$ cat src/rtl/alu_nibble_sequencer_if.sv
// Command, ALU-slice and response bundle between the nibble sequencer and its environment.
// The sequencer itself takes the slave view; the environment takes the master view.
interface alu_nibble_sequencer_if #(
  parameter int NIBBLES = 4
);
  localparam int W = 4 * NIBBLES;

  logic           cmd_valid;
  logic           cmd_ready;
  logic [W-1:0]   cmd_a;
  logic [W-1:0]   cmd_b;
  logic [1:0]     cmd_opcode;
  logic           cmd_cin;

  logic [3:0]     alu_a;
  logic [3:0]     alu_b;
  logic [1:0]     alu_opcode;
  logic           alu_cin;
  logic [3:0]     alu_result;
  logic           alu_cout;

  logic           rsp_valid;
  logic           rsp_ready;
  logic [W-1:0]   rsp_result;
  logic           rsp_cout;
  logic           rsp_zero;

  modport master (
    output cmd_valid, cmd_a, cmd_b, cmd_opcode, cmd_cin,
    input  cmd_ready,
    input  alu_a, alu_b, alu_opcode, alu_cin,
    output alu_result, alu_cout,
    input  rsp_valid, rsp_result, rsp_cout, rsp_zero,
    output rsp_ready
  );

  modport slave (
    input  cmd_valid, cmd_a, cmd_b, cmd_opcode, cmd_cin,
    output cmd_ready,
    output alu_a, alu_b, alu_opcode, alu_cin,
    input  alu_result, alu_cout,
    output rsp_valid, rsp_result, rsp_cout, rsp_zero,
    input  rsp_ready
  );
endinterface

$ cat src/rtl/alu_nibble_sequencer.sv
// Issue stage for the 4-bit ALU: takes one wide command, walks the operands through the
// ALU one nibble per cycle (LSB first, carry/borrow chained), then returns the wide result.
module alu_nibble_sequencer #(
  parameter int NIBBLES = 4
) (
  input  logic                 clk,
  input  logic                 rst_n,
  alu_nibble_sequencer_if.slave bus
);

  localparam int W     = 4 * NIBBLES;
  localparam int IDX_W = (NIBBLES > 1) ? $clog2(NIBBLES) : 1;
  localparam logic [IDX_W-1:0] LAST_IDX = IDX_W'(NIBBLES - 1);

  typedef enum logic [1:0] {
    IDLE,
    EXEC,
    DONE
  } state_t;

  state_t           state_q;
  logic [W-1:0]     a_q;
  logic [W-1:0]     b_q;
  logic [W-1:0]     res_q;
  logic [1:0]       op_q;
  logic             carry_q;
  logic [IDX_W-1:0] idx_q;

  logic             cmd_ready_q;
  logic             rsp_valid_q;
  logic             rsp_cout_q;
  logic             rsp_zero_q;
  logic [3:0]       alu_a_q;
  logic [3:0]       alu_b_q;
  logic [1:0]       alu_opcode_q;
  logic             alu_cin_q;

  logic             cmd_arith_d;
  logic             cmd_carry_d;
  logic             carry_d;
  logic [W-1:0]     res_d;
  logic [IDX_W-1:0] nxt_idx_d;
  logic [3:0]       nxt_a_d;
  logic [3:0]       nxt_b_d;

  // Next-state helpers: merged result, chained carry and the operand nibbles for the next slice.
  always_comb begin
    cmd_arith_d = ~bus.cmd_opcode[1];
    cmd_carry_d = cmd_arith_d ? bus.cmd_cin : 1'b0;
    carry_d     = (~op_q[1]) ? bus.alu_cout : 1'b0;
    res_d       = res_q;
    nxt_idx_d   = idx_q + 1'b1;
    nxt_a_d     = '0;
    nxt_b_d     = '0;
    for (int n = 0; n < NIBBLES; n++) begin
      if (idx_q == IDX_W'(n)) begin
        res_d[4*n +: 4] = bus.alu_result;
      end
      if (nxt_idx_d == IDX_W'(n)) begin
        nxt_a_d = a_q[4*n +: 4];
        nxt_b_d = b_q[4*n +: 4];
      end
    end
  end

  // Control FSM with registered handshake and ALU-drive outputs.
  always_ff @(posedge clk or negedge rst_n) begin
    if (!rst_n) begin
      state_q      <= IDLE;
      a_q          <= '0;
      b_q          <= '0;
      res_q        <= '0;
      op_q         <= '0;
      carry_q      <= 1'b0;
      idx_q        <= '0;
      cmd_ready_q  <= 1'b1;
      rsp_valid_q  <= 1'b0;
      rsp_cout_q   <= 1'b0;
      rsp_zero_q   <= 1'b0;
      alu_a_q      <= '0;
      alu_b_q      <= '0;
      alu_opcode_q <= '0;
      alu_cin_q    <= 1'b0;
    end else begin
      case (state_q)
        IDLE: begin
          if (bus.cmd_valid) begin
            a_q          <= bus.cmd_a;
            b_q          <= bus.cmd_b;
            op_q         <= bus.cmd_opcode;
            carry_q      <= cmd_carry_d;
            idx_q        <= '0;
            cmd_ready_q  <= 1'b0;
            alu_a_q      <= bus.cmd_a[3:0];
            alu_b_q      <= bus.cmd_b[3:0];
            alu_opcode_q <= bus.cmd_opcode;
            alu_cin_q    <= cmd_carry_d;
            state_q      <= EXEC;
          end
        end
        EXEC: begin
          res_q   <= res_d;
          carry_q <= carry_d;
          if (idx_q == LAST_IDX) begin
            idx_q        <= '0;
            rsp_valid_q  <= 1'b1;
            rsp_cout_q   <= carry_d;
            rsp_zero_q   <= (res_d == '0);
            alu_a_q      <= '0;
            alu_b_q      <= '0;
            alu_opcode_q <= '0;
            alu_cin_q    <= 1'b0;
            state_q      <= DONE;
          end else begin
            idx_q     <= nxt_idx_d;
            alu_a_q   <= nxt_a_d;
            alu_b_q   <= nxt_b_d;
            alu_cin_q <= carry_d;
          end
        end
        DONE: begin
          if (bus.rsp_ready) begin
            rsp_valid_q <= 1'b0;
            rsp_cout_q  <= 1'b0;
            rsp_zero_q  <= 1'b0;
            cmd_ready_q <= 1'b1;
            state_q     <= IDLE;
          end
        end
        default: begin
          state_q <= IDLE;
        end
      endcase
    end
  end

  assign bus.cmd_ready  = cmd_ready_q;
  assign bus.alu_a      = alu_a_q;
  assign bus.alu_b      = alu_b_q;
  assign bus.alu_opcode = alu_opcode_q;
  assign bus.alu_cin    = alu_cin_q;
  assign bus.rsp_valid  = rsp_valid_q;
  assign bus.rsp_result = res_q;
  assign bus.rsp_cout   = rsp_cout_q;
  assign bus.rsp_zero   = rsp_zero_q;

endmodule

$ cat src/flat_wrapper.sv
// flat-port wrapper written by rule: the top's interface ports become plain ports
module alu_nibble_sequencer_flat 
#(
  parameter int NIBBLES = 4
)
  (clk, rst_n, bus_cmd_valid, bus_cmd_a, bus_cmd_b, bus_cmd_opcode, bus_cmd_cin, bus_cmd_ready, bus_alu_a, bus_alu_b, bus_alu_opcode, bus_alu_cin, bus_alu_result, bus_alu_cout, bus_rsp_valid, bus_rsp_result, bus_rsp_cout, bus_rsp_zero, bus_rsp_ready);
  alu_nibble_sequencer_if #(.NIBBLES(NIBBLES)) bus_i ();
  input  logic clk;
  input  logic rst_n;
  input wire logic [$bits(bus_i.cmd_valid)-1:0] bus_cmd_valid;
  input wire logic [$bits(bus_i.cmd_a)-1:0] bus_cmd_a;
  input wire logic [$bits(bus_i.cmd_b)-1:0] bus_cmd_b;
  input wire logic [$bits(bus_i.cmd_opcode)-1:0] bus_cmd_opcode;
  input wire logic [$bits(bus_i.cmd_cin)-1:0] bus_cmd_cin;
  output wire logic [$bits(bus_i.cmd_ready)-1:0] bus_cmd_ready;
  output wire logic [$bits(bus_i.alu_a)-1:0] bus_alu_a;
  output wire logic [$bits(bus_i.alu_b)-1:0] bus_alu_b;
  output wire logic [$bits(bus_i.alu_opcode)-1:0] bus_alu_opcode;
  output wire logic [$bits(bus_i.alu_cin)-1:0] bus_alu_cin;
  input wire logic [$bits(bus_i.alu_result)-1:0] bus_alu_result;
  input wire logic [$bits(bus_i.alu_cout)-1:0] bus_alu_cout;
  output wire logic [$bits(bus_i.rsp_valid)-1:0] bus_rsp_valid;
  output wire logic [$bits(bus_i.rsp_result)-1:0] bus_rsp_result;
  output wire logic [$bits(bus_i.rsp_cout)-1:0] bus_rsp_cout;
  output wire logic [$bits(bus_i.rsp_zero)-1:0] bus_rsp_zero;
  input wire logic [$bits(bus_i.rsp_ready)-1:0] bus_rsp_ready;
  assign bus_i.cmd_valid = bus_cmd_valid;
  assign bus_i.cmd_a = bus_cmd_a;
  assign bus_i.cmd_b = bus_cmd_b;
  assign bus_i.cmd_opcode = bus_cmd_opcode;
  assign bus_i.cmd_cin = bus_cmd_cin;
  assign bus_cmd_ready = bus_i.cmd_ready;
  assign bus_alu_a = bus_i.alu_a;
  assign bus_alu_b = bus_i.alu_b;
  assign bus_alu_opcode = bus_i.alu_opcode;
  assign bus_alu_cin = bus_i.alu_cin;
  assign bus_i.alu_result = bus_alu_result;
  assign bus_i.alu_cout = bus_alu_cout;
  assign bus_rsp_valid = bus_i.rsp_valid;
  assign bus_rsp_result = bus_i.rsp_result;
  assign bus_rsp_cout = bus_i.rsp_cout;
  assign bus_rsp_zero = bus_i.rsp_zero;
  assign bus_i.rsp_ready = bus_rsp_ready;
  alu_nibble_sequencer #(.NIBBLES(NIBBLES)) u_core (.clk(clk), .rst_n(rst_n), .bus(bus_i));
endmodule
$ cat config.mk
export PLATFORM = sky130hd
export DESIGN_NAME = alu_nibble_sequencer_flat
export DESIGN_NICKNAME = d
export VERILOG_FILES = /design/src/rtl/alu_nibble_sequencer_if.sv /design/src/rtl/alu_nibble_sequencer.sv /design/src/flat_wrapper.sv
export SDC_FILE = /design/constraint.sdc
export NUM_CORES = 1
export LEC_CHECK = 0
export ABC_AREA = 1
export CORE_AREA = 8 8 100 102
export DETAILED_ROUTE_END_ITERATION = 10
export DIE_AREA = 0 0 108 110
export PLACE_DENSITY = 0.71
export REMOVE_ABC_BUFFERS = 1
export SKIP_LAST_GASP = 1
export SLEW_MARGIN = 15
export SYNTH_ARGS = -nofsm -noshare
export SYNTH_HDL_FRONTEND = slang
export SYNTH_SLANG_ARGS = --single-unit
$ cat constraint.sdc
create_clock -name clk -period 1.7 [get_ports clk]
set_input_delay 0.255 -clock clk [delete_from_list [all_inputs] [get_ports clk]]
set_output_delay 0.255 -clock clk [all_outputs]
set_load 0.02 [all_outputs]
==> flow_summary.json, run 1 <==
{
  "worstPathRequired_ns": 1.44,
  "dp_hpwl_um": 5980,
  "track_usage_pct": 14.9,
  "powerDensity_mw_per_mm2": 2010,
  "antenna_found_initial": 0,
  "syn-cell-area_mm2": 0.00326,
  "worst_slack_ns": 0.0763,
  "cts.reportedPaths.clkPinSlew_ns": 0.08,
  "post-place-ws_ns": 0.0494,
  "seq_area_frac_synth_pct": 52.3,
  "seq_area_mm2": 0.00171,
  "worstPathMaxFanout": 3,
  "cp-start-kind": "flop",
  "grt_max_degree": 69,
  "postLayoutCoreUtil_pct": 52.2,
  "p_total_uw": 8910,
  "period_needed_ns": 1.62,
  "cts_tree": "yes",
  "hold_class": "in -> reg",
  "power.leakage_uw": 0.00214,
  "die_x_um": 108,
  "cp_slowest_cell": "clkdlybuf4s50_1",
  "drv_cap": 0,
  "nets": 536,
  "clockBufferDepth": 2,
  "seq_power_share_pct": 32.8,
  "ant_nets": 0,
  "comb_power_share_pct": 49.2,
  "viasPerCell": 4.81,
  "clkPwrFrac_pct": 18.0,
  "fin_skew_ns": 0.0113,
  "outcome": "completed",
  "dr.first_iter.drc_count": 147,
  "dieArea_mm2": 0.0119,
  "avgSynthCellArea_um2": 8.00,
  "hold_viol": 0,
  "reg2reg_to": "u_core.bus.rsp_zero",
  "rows": 34,
  "power_switching_uw": 3700,
  "synthTopCellsByArea": "dfrtp_1, nand2_1, nor2_1",
  "start_util_pct": 38.5,
  "finalWeightedCongestion": 0.782,
  "first_pass_iters": 4,
  "clock_sinks": 68,
  "ir_drop_v": 0.000764,
  "ys_ff_latch": 68,
  "fmax_mhz": 616,
  "synth_area_leader_cell": "dfrtp_1",
  "netlist_instances": 407,
  "nFillCells": 807,
  "reg2reg_depth": 10,
  "num_vias": 2887,
  "cts_root_buf": "clkbuf_8",
  "synth_warnings": 0,
  "crit_type": "reg -> out",
  "rsz0062_at_grt": "yes",
  "h-tree-depth": 3,
  "swShare_pct": 41.5,
  "wire_per_inst_um": 14.1,
  "io_buffer_count": 74,
  "area_growth_pct": 35.8,
  "postCtsSetupBuffers": 0,
  "grt_first_pass_wirelength_um": 14000,
  "fin_crit_sh_pct": 95.5,
  "hold_start": "bus_cmd_b[9]",
  "cts_buffers": 9,
  "drive_gt1_share_pct": 9.55,
  "io_pins": 75,
  "grt_overflow": 0,
  "worstSkewPairLatency_ns": 0.35,
  "finalSetupViolCount": 0,
  "slew_violations": 0,
  "grt_pass1_vias": 2977,
  "ys_types": 27,
  "crit_arrival_ns": 1.37,
  "crit_buf_inv": 1,
  "core_mm2": 0.00847,
  "r2r_start": "u_core.idx_q[1]",
  "regToRegSetupSlack_ns": 0.16,
  "worst_slew_pin_slew_ns": 0.364,
  "crit_chain": "clkdlybuf4s50_1",
  "drc_errors": 0,
  "fin_setup_tns_ns": 0,
  "multi_input_area_mm2": 0.00138,
  "diodes": 0,
  "hold_end": "u_core.b_q[9]",
  "slew_headroom_pct": 75.8,
  "crit_family": "buffers and inverters",
  "die-height_um": 110,
  "whs_ns": 0.444,
  "power.internal_uw": 5210,
  "hold_depth": 3,
  "cpPeakStageDelay_ns": 0.63,
  "yosysTopAreaCellShare_pct": 51.5,
  "routed_wirelength_um": 8450,
  "endpoint_kind": "output port"
}
-- metal layers --
metal	track usage (%)	vias to the layer above	share of wire (%)
li1	-	1450	-
met1	17.7	1332	42
met2	25.4	94	50
met3	4.42	11	7.0
met4	4.46	0	1.5
met5	0	-	0
-- cells in the final DEF (no fill, tap or decap), types with 3 or more instances in the layout --
| cell | n |
|---|---|
| nand2_1 | 181 |
| clkdlybuf4s50_1 | 72 |
| dfrtp_1 | 65 |
| nor2_1 | 30 |
| inv_1 | 19 |
| o21ai_0 | 15 |
| a31oi_1 | 11 |
| a21oi_1 | 10 |
| o21ai_1 | 10 |
| clkbuf_8 | 9 |
| buf_4 | 8 |
| nand3_1 | 7 |
| inv_2 | 5 |
| o211ai_1 | 5 |
| a21boi_1 | 5 |
| nor3_1 | 3 |
| a21oi_2 | 3 |
| or2_0 | 3 |
| bufinv_16 | 3 |
| buf_12 | 3 |
-- synthesized netlist by cell type --
master / n
a21boi_1: 5
a21oi_1: 10
a21oi_2: 3
a31oi_1: 11
buf_2: 13
buf_4: 2
buf_6: 2
dfrtp_1: 67
dfstp_2: 1
ha_1: 5
inv_1: 20
inv_2: 5
nand2_1: 181
nand2_2: 1
nand2_4: 1
nand3_1: 8
nand3_4: 1
nand3b_1: 1
nor2_1: 30
nor2_8: 1
nor3_1: 3
o211ai_1: 5
o21ai_0: 16
o21ai_1: 9
o31ai_1: 1
or2_0: 3
or2_1: 2
-- sequential cells by signal (all words and copies together), names as in the netlist, 2 cells and up --
register and count:
u_core.idx_q 2, u_core.bus.rsp_result 16, u_core.bus.alu_opcode 2, u_core.bus.alu_a 4
u_core.bus.alu_b 4, u_core.a_q 16, u_core.state_q 2, u_core.b_q 16
-- metrics by stage --
step           instances  area (um^2)
6_report             600         4420
5_1_grt              600         4420
4_1_cts              600         4390
3_5_place_dp         583         4140
3_3_place_gp         583         4140
2_1_floorplan        390         3150
-- tightest hold or removal path, delay by kind of cell --
kind          cells  cell delay (ns)
buf+inv           1             0.39
simple gates      2             0.10
-- cell type report --
cell class | instances | area share (%)
inverter | 25 | 2.18
clock inverter | 6 | 2.55
timing repair buffer | 86 | 19.6
sequential | 68 | 38.6
clock buffer | 10 | 2.89
tap | 108 | 3.06
multi-input combinational | 297 | 31.2
-- timing repair --
action,CTS,global route
endpoints found under the hold margin,67,0
hold buffers,1,0
gates resized for setup,1,10
setup endpoints to repair,1,9
-- cell families (layout without fill, tap and decap cells) --
family	after synthesis	count (layout)	synth area share (%)
flops	68	68	52.3
fa+ha+maj	5	5	1.92
buf+inv	42	127	6.03
simple gates	232	232	28.9
compound gates	60	60	10.8
-- power by group through the flow --
| stage | clock network [uW] | registers [uW] | logic, uW |
|---|---|---|---|
| 2_1_floorplan | 0 | 3220 | 2300 |
| 3_3_place_gp | 0 | 2910 | 4240 |
| 3_5_place_dp | 0 | 2920 | 4350 |
| 4_1_cts | 1640 | 2910 | 4390 |
| 5_1_grt | 1710 | 3000 | 4890 |
| 6_report | 1600 | 2920 | 4380 |
-- worst max path at each step --
stage	startpoint	endpoint	slack, ns	cells after the start
2_1_floorplan	u_core.idx_q[0]	u_core.bus.rsp_zero	0.01	10
3_3_place_gp	u_core.idx_q[0]	u_core.bus.rsp_zero	0.1	10
3_5_place_dp	u_core.idx_q[0]	u_core.bus.rsp_zero	0.05	10
4_1_cts	u_core.idx_q[0]	u_core.bus.alu_a[3]	0.03	9
5_1_grt	u_core.idx_q[0]	u_core.bus.rsp_zero	-0.01	10
6_report	u_core.bus.rsp_result[1]	bus_rsp_result[1]	0.08	1
Note: power is estimated with default switching activity, not from simulation.
==> run 2, diff against run 1 <==
- CELL_PAD_IN_SITES_DETAIL_PLACEMENT: unset -> 2
- CELL_PAD_IN_SITES_GLOBAL_PLACEMENT: unset -> 2
- CORE_AREA: 8 8 100 102 -> 8 8 115 117
- DIE_AREA: 0 0 108 110 -> 0 0 123 125
- PLACE_DENSITY: 0.71 -> 0.86
==> run 2 against run 1 <==
First-iteration DRC count down 17%. Largest power group unchanged. Clock-buffer cell count up 2. Maximum frequency up 0.43%. Die area up 29%. Combinational power up 8.9%. Via count up 5.5%. Utilization down 13 points. Total power up 7.6%. Critical path type unchanged. Worst hold slack better by 0.016 ns. Highest routed layer unchanged. Clock skew down 0.0056 ns.
==> flow_summary.json, run 2 (synthesized netlist as in run 1, its figures left out) <==
{
  "outcome": "completed",
  "cp-start-kind": "flop",
  "cts.reportedPaths.clkPinSlew_ns": 0.06,
  "cts_buffers": 9,
  "r2r_start": "u_core.idx_q[0]",
  "first_pass_iters": 4,
  "reg2reg_to": "u_core.bus.alu_b[1]",
  "viasPerCell": 4.75,
  "hold_class": "in -> reg",
  "io_pins": 75,
  "start_util_pct": 28.0,
  "whs_ns": 0.460,
  "clock_sinks": 68,
  "diodes": 0,
  "slew_headroom_pct": 75.1,
  "dpl_cell_area_mm2": 0.00421,
  "slew_violations": 0,
  "grt_overflow": 0,
  "grt_max_degree": 69,
  "worstPathRequired_ns": 1.44,
  "period_needed_ns": 1.62,
  "drv_cap": 0,
  "nets": 541,
  "grt_first_pass_wirelength_um": 18100,
  "rows": 40,
  "dp_hpwl_um": 7870,
  "hold_depth": 3,
  "antenna_found_initial": 0,
  "fin_crit_sh_pct": 95.1,
  "track_usage_pct": 15.0,
  "die_x_um": 123,
  "p_total_uw": 9580,
  "num_vias": 3047,
  "cts_root_buf": "clkbuf_16",
  "die-height_um": 125,
  "hold_start": "bus_cmd_b[7]",
  "crit_type": "reg -> out",
  "hold_end": "u_core.b_q[7]",
  "mostFrequentLayoutCell": "nand2_1",
  "multi_input_area_mm2": 0.00139,
  "clockBufferDepth": 2,
  "core_mm2": 0.0116,
  "h-tree-depth": 3,
  "crit_buf_inv": 1,
  "dieArea_mm2": 0.0154,
  "cpPeakStageDelay_ns": 0.63,
  "ant_nets": 0,
  "grt_use_met1_pct": 16.8,
  "area_growth_pct": 40.2,
  "fin_skew_ns": 0.00565,
  "endpoint_kind": "output port",
  "io_buffer_count": 74,
  "wire_per_inst_um": 17.2,
  "hold_viol": 0,
  "fmax_mhz": 619,
  "met2_usage_pct": 26.7,
  "power.leakage_uw": 0.00218,
  "finalSetupViolCount": 0,
  "grt_util_met3_pct": 2.88,
  "cp_slowest_cell": "clkdlybuf4s50_1",
  "finalWeightedCongestion": 0.763,
  "dr.first_iter.drc_count": 122,
  "design_area_mm2": 0.00457,
  "powerDensity_mw_per_mm2": 2100,
  "crit_chain": "clkdlybuf4s50_1",
  "crit_arrival_ns": 1.36,
  "drc_errors": 0,
  "routed_wirelength_um": 11000,
  "ir_drop_v": 0.000702,
  "worstPathMaxFanout": 3,
  "regToRegSetupSlack_ns": 0.11,
  "crit_family": "buffers and inverters",
  "drive_gt1_share_pct": 10.5,
  "layout_common_cells": "nand2_1, clkdlybuf4s50_1, dfrtp_1, nor2_1, inv_1",
  "cts_tree": "yes",
  "busiest_layer": "met2",
  "seq_area_mm2": 0.00171,
  "worst_slew_pin_slew_ns": 0.373,
  "worstSkewPairLatency_ns": 0.33,
  "reg2reg_depth": 8,
  "nFillCells": 1300,
  "grt_pass1_vias": 3537,
  "worstSetupPathDepth": 1
}
run 2: power breakdown:
group          switching, uW  internal (uW)
logic                   2880           1890
registers                516           2420
clock network            677           1200
total                   4080           5500
run 2: worst max path at each step:
stage,slack (ns),end,start
after global routing,-0.02,u_core.bus.rsp_zero,u_core.idx_q[1]
after floorplan,0.01,u_core.bus.rsp_zero,u_core.idx_q[0]
after CTS,-0.03,u_core.bus.rsp_zero,u_core.idx_q[1]
after detailed placement,-0.05,u_core.bus.rsp_zero,u_core.idx_q[0]
final,0.08,bus_rsp_result[4],u_core.bus.rsp_result[4]
after global placement,0.07,u_core.bus.rsp_zero,u_core.idx_q[0]
run 2: area by class of cell:
cell class	count	share of cell area (%)
clock buffer	12	5.62
tap	147	4.03
clock inverter	2	0.767
inverter	25	2.11
multi-input combinational	297	30.4
timing repair buffer	91	19.8
sequential	68	37.4
run 2: per-stage QoR:
stage                     setup WS, ns  std cells  utilization, %  TNS, ns
after floorplan                 0.0127        390               -        0
after global placement          0.0749        624            36.2        0
after detailed placement       -0.0505        624            36.2  -0.0505
after CTS                      -0.0278        639            38.8  -0.0278
after global routing           -0.0217        642            39.3  -0.0545
final                           0.0833        642            39.3        0
run 2: repair_timing:
| action | in CTS | in global routing |
|---|---|---|
| endpoints found under the setup margin | 4 | 10 |
| hold buffers | 1 | 0 |
| pin swaps | 0 | 1 |
| endpoints found under the hold margin | 67 | 0 |
| gates resized for setup | 3 | 10 |
| cloned | 0 | 0 |
| buffers inserted | 0 | 3 |
run 2: per-layer routing:
| layer | up-vias | part of all wire (%) |
|---|---|---|
| li1 | 1458 | - |
| met1 | 1514 | 42 |
| met2 | 60 | 52 |
| met3 | 15 | 4.0 |
| met4 | 0 | 2.1 |
| met5 | - | 0 |
==> run 3, diff against run 2 <==
- clock period: 1.7 -> 1.8 ns (I/O delays scaled with it)
==> run 3 against run 2 <==
Setup slack lost 0.022 ns. Via count grew 0.26%. Final area shrank 1.0%. Highest routed layer unchanged. Flip-flop and latch count is the same. First-iteration DRC count shrank 6.6%.
==> flow_summary.json, run 3 (synthesized netlist as in run 1, its figures left out) <==
{
  "dieArea_mm2": 0.0154,
  "mostFrequentLayoutCell": "nand2_1",
  "powerDensity_mw_per_mm2": 1980,
  "regToRegSetupSlack_ns": 0.06,
  "swShare_pct": 43.7,
  "crit_buf_inv": 2,
  "endpoint_kind": "flop",
  "fin_cells": 641,
  "routed_wirelength_um": 11500,
  "finalWeightedCongestion": 0.760,
  "nFillCells": 1332,
  "num_vias": 3055,
  "clkPwrFrac_pct": 18.5,
  "dr.first_iter.drc_count": 114,
  "core_mm2": 0.0116,
  "grt_pass1_vias": 3662,
  "drc_errors": 0,
  "comb_power_share_pct": 50.4,
  "hold_viol": 0,
  "crit_chain": "inv_1, ha_2, buf_4, nand2_1, nand2_1, nor2_1, nand2_1, nor2_2, nand3_1, nand2_1",
  "die_x_um": 123,
  "cts.reportedPaths.clkPinSlew_ns": 0.06,
  "viasPerCell": 4.77,
  "worstPathRequired_ns": 2.07,
  "area_growth_pct": 38.8,
  "worstSkewPairLatency_ns": 0.33,
  "dp_hpwl_um": 7840,
  "h-tree-depth": 3,
  "grt_max_degree": 69,
  "r2r_start": "u_core.idx_q[0]",
  "cts_root_buf": "clkbuf_16",
  "worstPathMaxFanout": 7,
  "seq_area_mm2": 0.00170,
  "drv_cap": 0,
  "hold_class": "in -> reg",
  "reg2reg_depth": 10,
  "crit_family": "simple AND/OR/NAND/NOR gates",
  "clock_sinks": 68,
  "fin_crit_sh_pct": 96.6,
  "layout_common_cells": "nand2_1, clkdlybuf4s50_1, dfrtp_1, nor2_1, inv_1",
  "rows": 40,
  "power.leakage_uw": 0.00216,
  "cts_buffers": 9,
  "dpl_cell_area_mm2": 0.00419,
  "cpMostUsedCell": "nand2_1",
  "seq_power_share_pct": 31.1,
  "worstSetupPathDepth": 10,
  "nets": 538,
  "io_buffer_count": 74,
  "ant_nets": 0,
  "crit_start": "u_core.idx_q[0]",
  "drive_gt1_share_pct": 9.31,
  "fin_skew_ns": 0.00730,
  "die-height_um": 125,
  "cts_tree": "yes",
  "multi_input_area_mm2": 0.00138,
  "start_util_pct": 28.0,
  "slew_headroom_pct": 74.3,
  "ir_drop_v": 0.000573,
  "hold_depth": 3,
  "cp-start-kind": "flop",
  "grt_overflow": 0,
  "clockBufferDepth": 2,
  "antenna_found_initial": 0,
  "p_total_uw": 8950,
  "worst_slew_pin_slew_ns": 0.386,
  "endpoint": "u_core.bus.rsp_zero",
  "crit_arrival_ns": 2.01,
  "slew_violations": 0,
  "diodes": 0,
  "power.internal_uw": 5040,
  "track_usage_pct": 15.3,
  "reg2reg_to": "u_core.bus.rsp_zero",
  "cp_slowest_cell": "dfrtp_2",
  "first_pass_iters": 4,
  "grt_first_pass_wirelength_um": 18500,
  "cpPeakStageDelay_ns": 0.42,
  "design_area_mm2": 0.00452,
  "dp_cells": 621,
  "outcome": "completed",
  "crit_type": "reg -> reg",
  "io_pins": 75,
  "finalSetupViolCount": 0,
  "wire_per_inst_um": 17.9,
  "power_switching_uw": 3910,
  "postLayoutCoreUtil_pct": 38.9,
  "period_needed_ns": 1.74,
  "whs_ns": 0.474,
  "fmax_mhz": 575
}
[run 3: changes by cell type in the layout (fill, tap and decap cells not counted), moves of 2 or more]
cell / change
inv_1: +2
clkbuf_1: +2
buf_4: -3
inv_2: -3
[run 3: what timing repair did]
action,4_1_cts,5_1_grt
gates resized for setup,2,6
hold buffers,1,0
hold endpoints to repair,60,0
setup endpoints to repair,2,2
gates cloned,0,0
buffers inserted,0,3
[run 3: metrics by stage]
step	setup TNS, ns	worst slack, ns
3_3_place_gp	0	0.0594
2_1_floorplan	0	0.113
5_1_grt	-0.0491	-0.0491
6_report	0	0.0612
4_1_cts	-0.00663	-0.00663
3_5_place_dp	-0.00509	-0.00509
[run 3: cell type report]
| type | count | area share, % |
|---|---|---|
| repair buffers | 88 | 19.5 |
| flip-flops and latches | 68 | 37.7 |
| multi-input cells | 297 | 30.5 |
| well taps | 147 | 4.07 |
| clock inverters | 2 | 0.221 |
| clock buffers | 14 | 5.84 |
| inverters | 25 | 2.21 |
[run 3: worst min path at each step]
stage | start | to
detailed placement | rst_n | u_core.bus.rsp_result[10]
global route | bus_cmd_opcode[0] | u_core.bus.alu_opcode[0]
floorplan | rst_n | u_core.a_q[0]
global placement | rst_n | u_core.bus.rsp_result[9]
finish | bus_cmd_b[4] | u_core.b_q[4]
CTS | bus_cmd_b[4] | u_core.b_q[4]
[run 3: worst reg2reg max path, delay by kind of cell, from the launching register on]
kind,cells,cell delay [ns]
AND/OR/NAND/NOR,7,0.77
flip-flops,1,0.42
buffers and inverters,2,0.28
adder cells (fa/ha/maj),1,0.22
[run 3: metal layers]
metal	track usage, %	vias to the layer above	routed length (um)
met4	5.39	0	248
met5	0	-	0
met1	16.6	1521	4690
li1	-	1453	-
met2	28.3	60	6160
met3	3.29	21	411
[run 3: power groups by stage]
stage	Combinational [uW]	Sequential (uW)	Clock (uW)
finish	4510	2790	1660
global route	5010	2870	1750
CTS	4480	2790	1680
detailed placement	4330	2800	0
global placement	4090	2750	0
floorplan	2170	3040	0
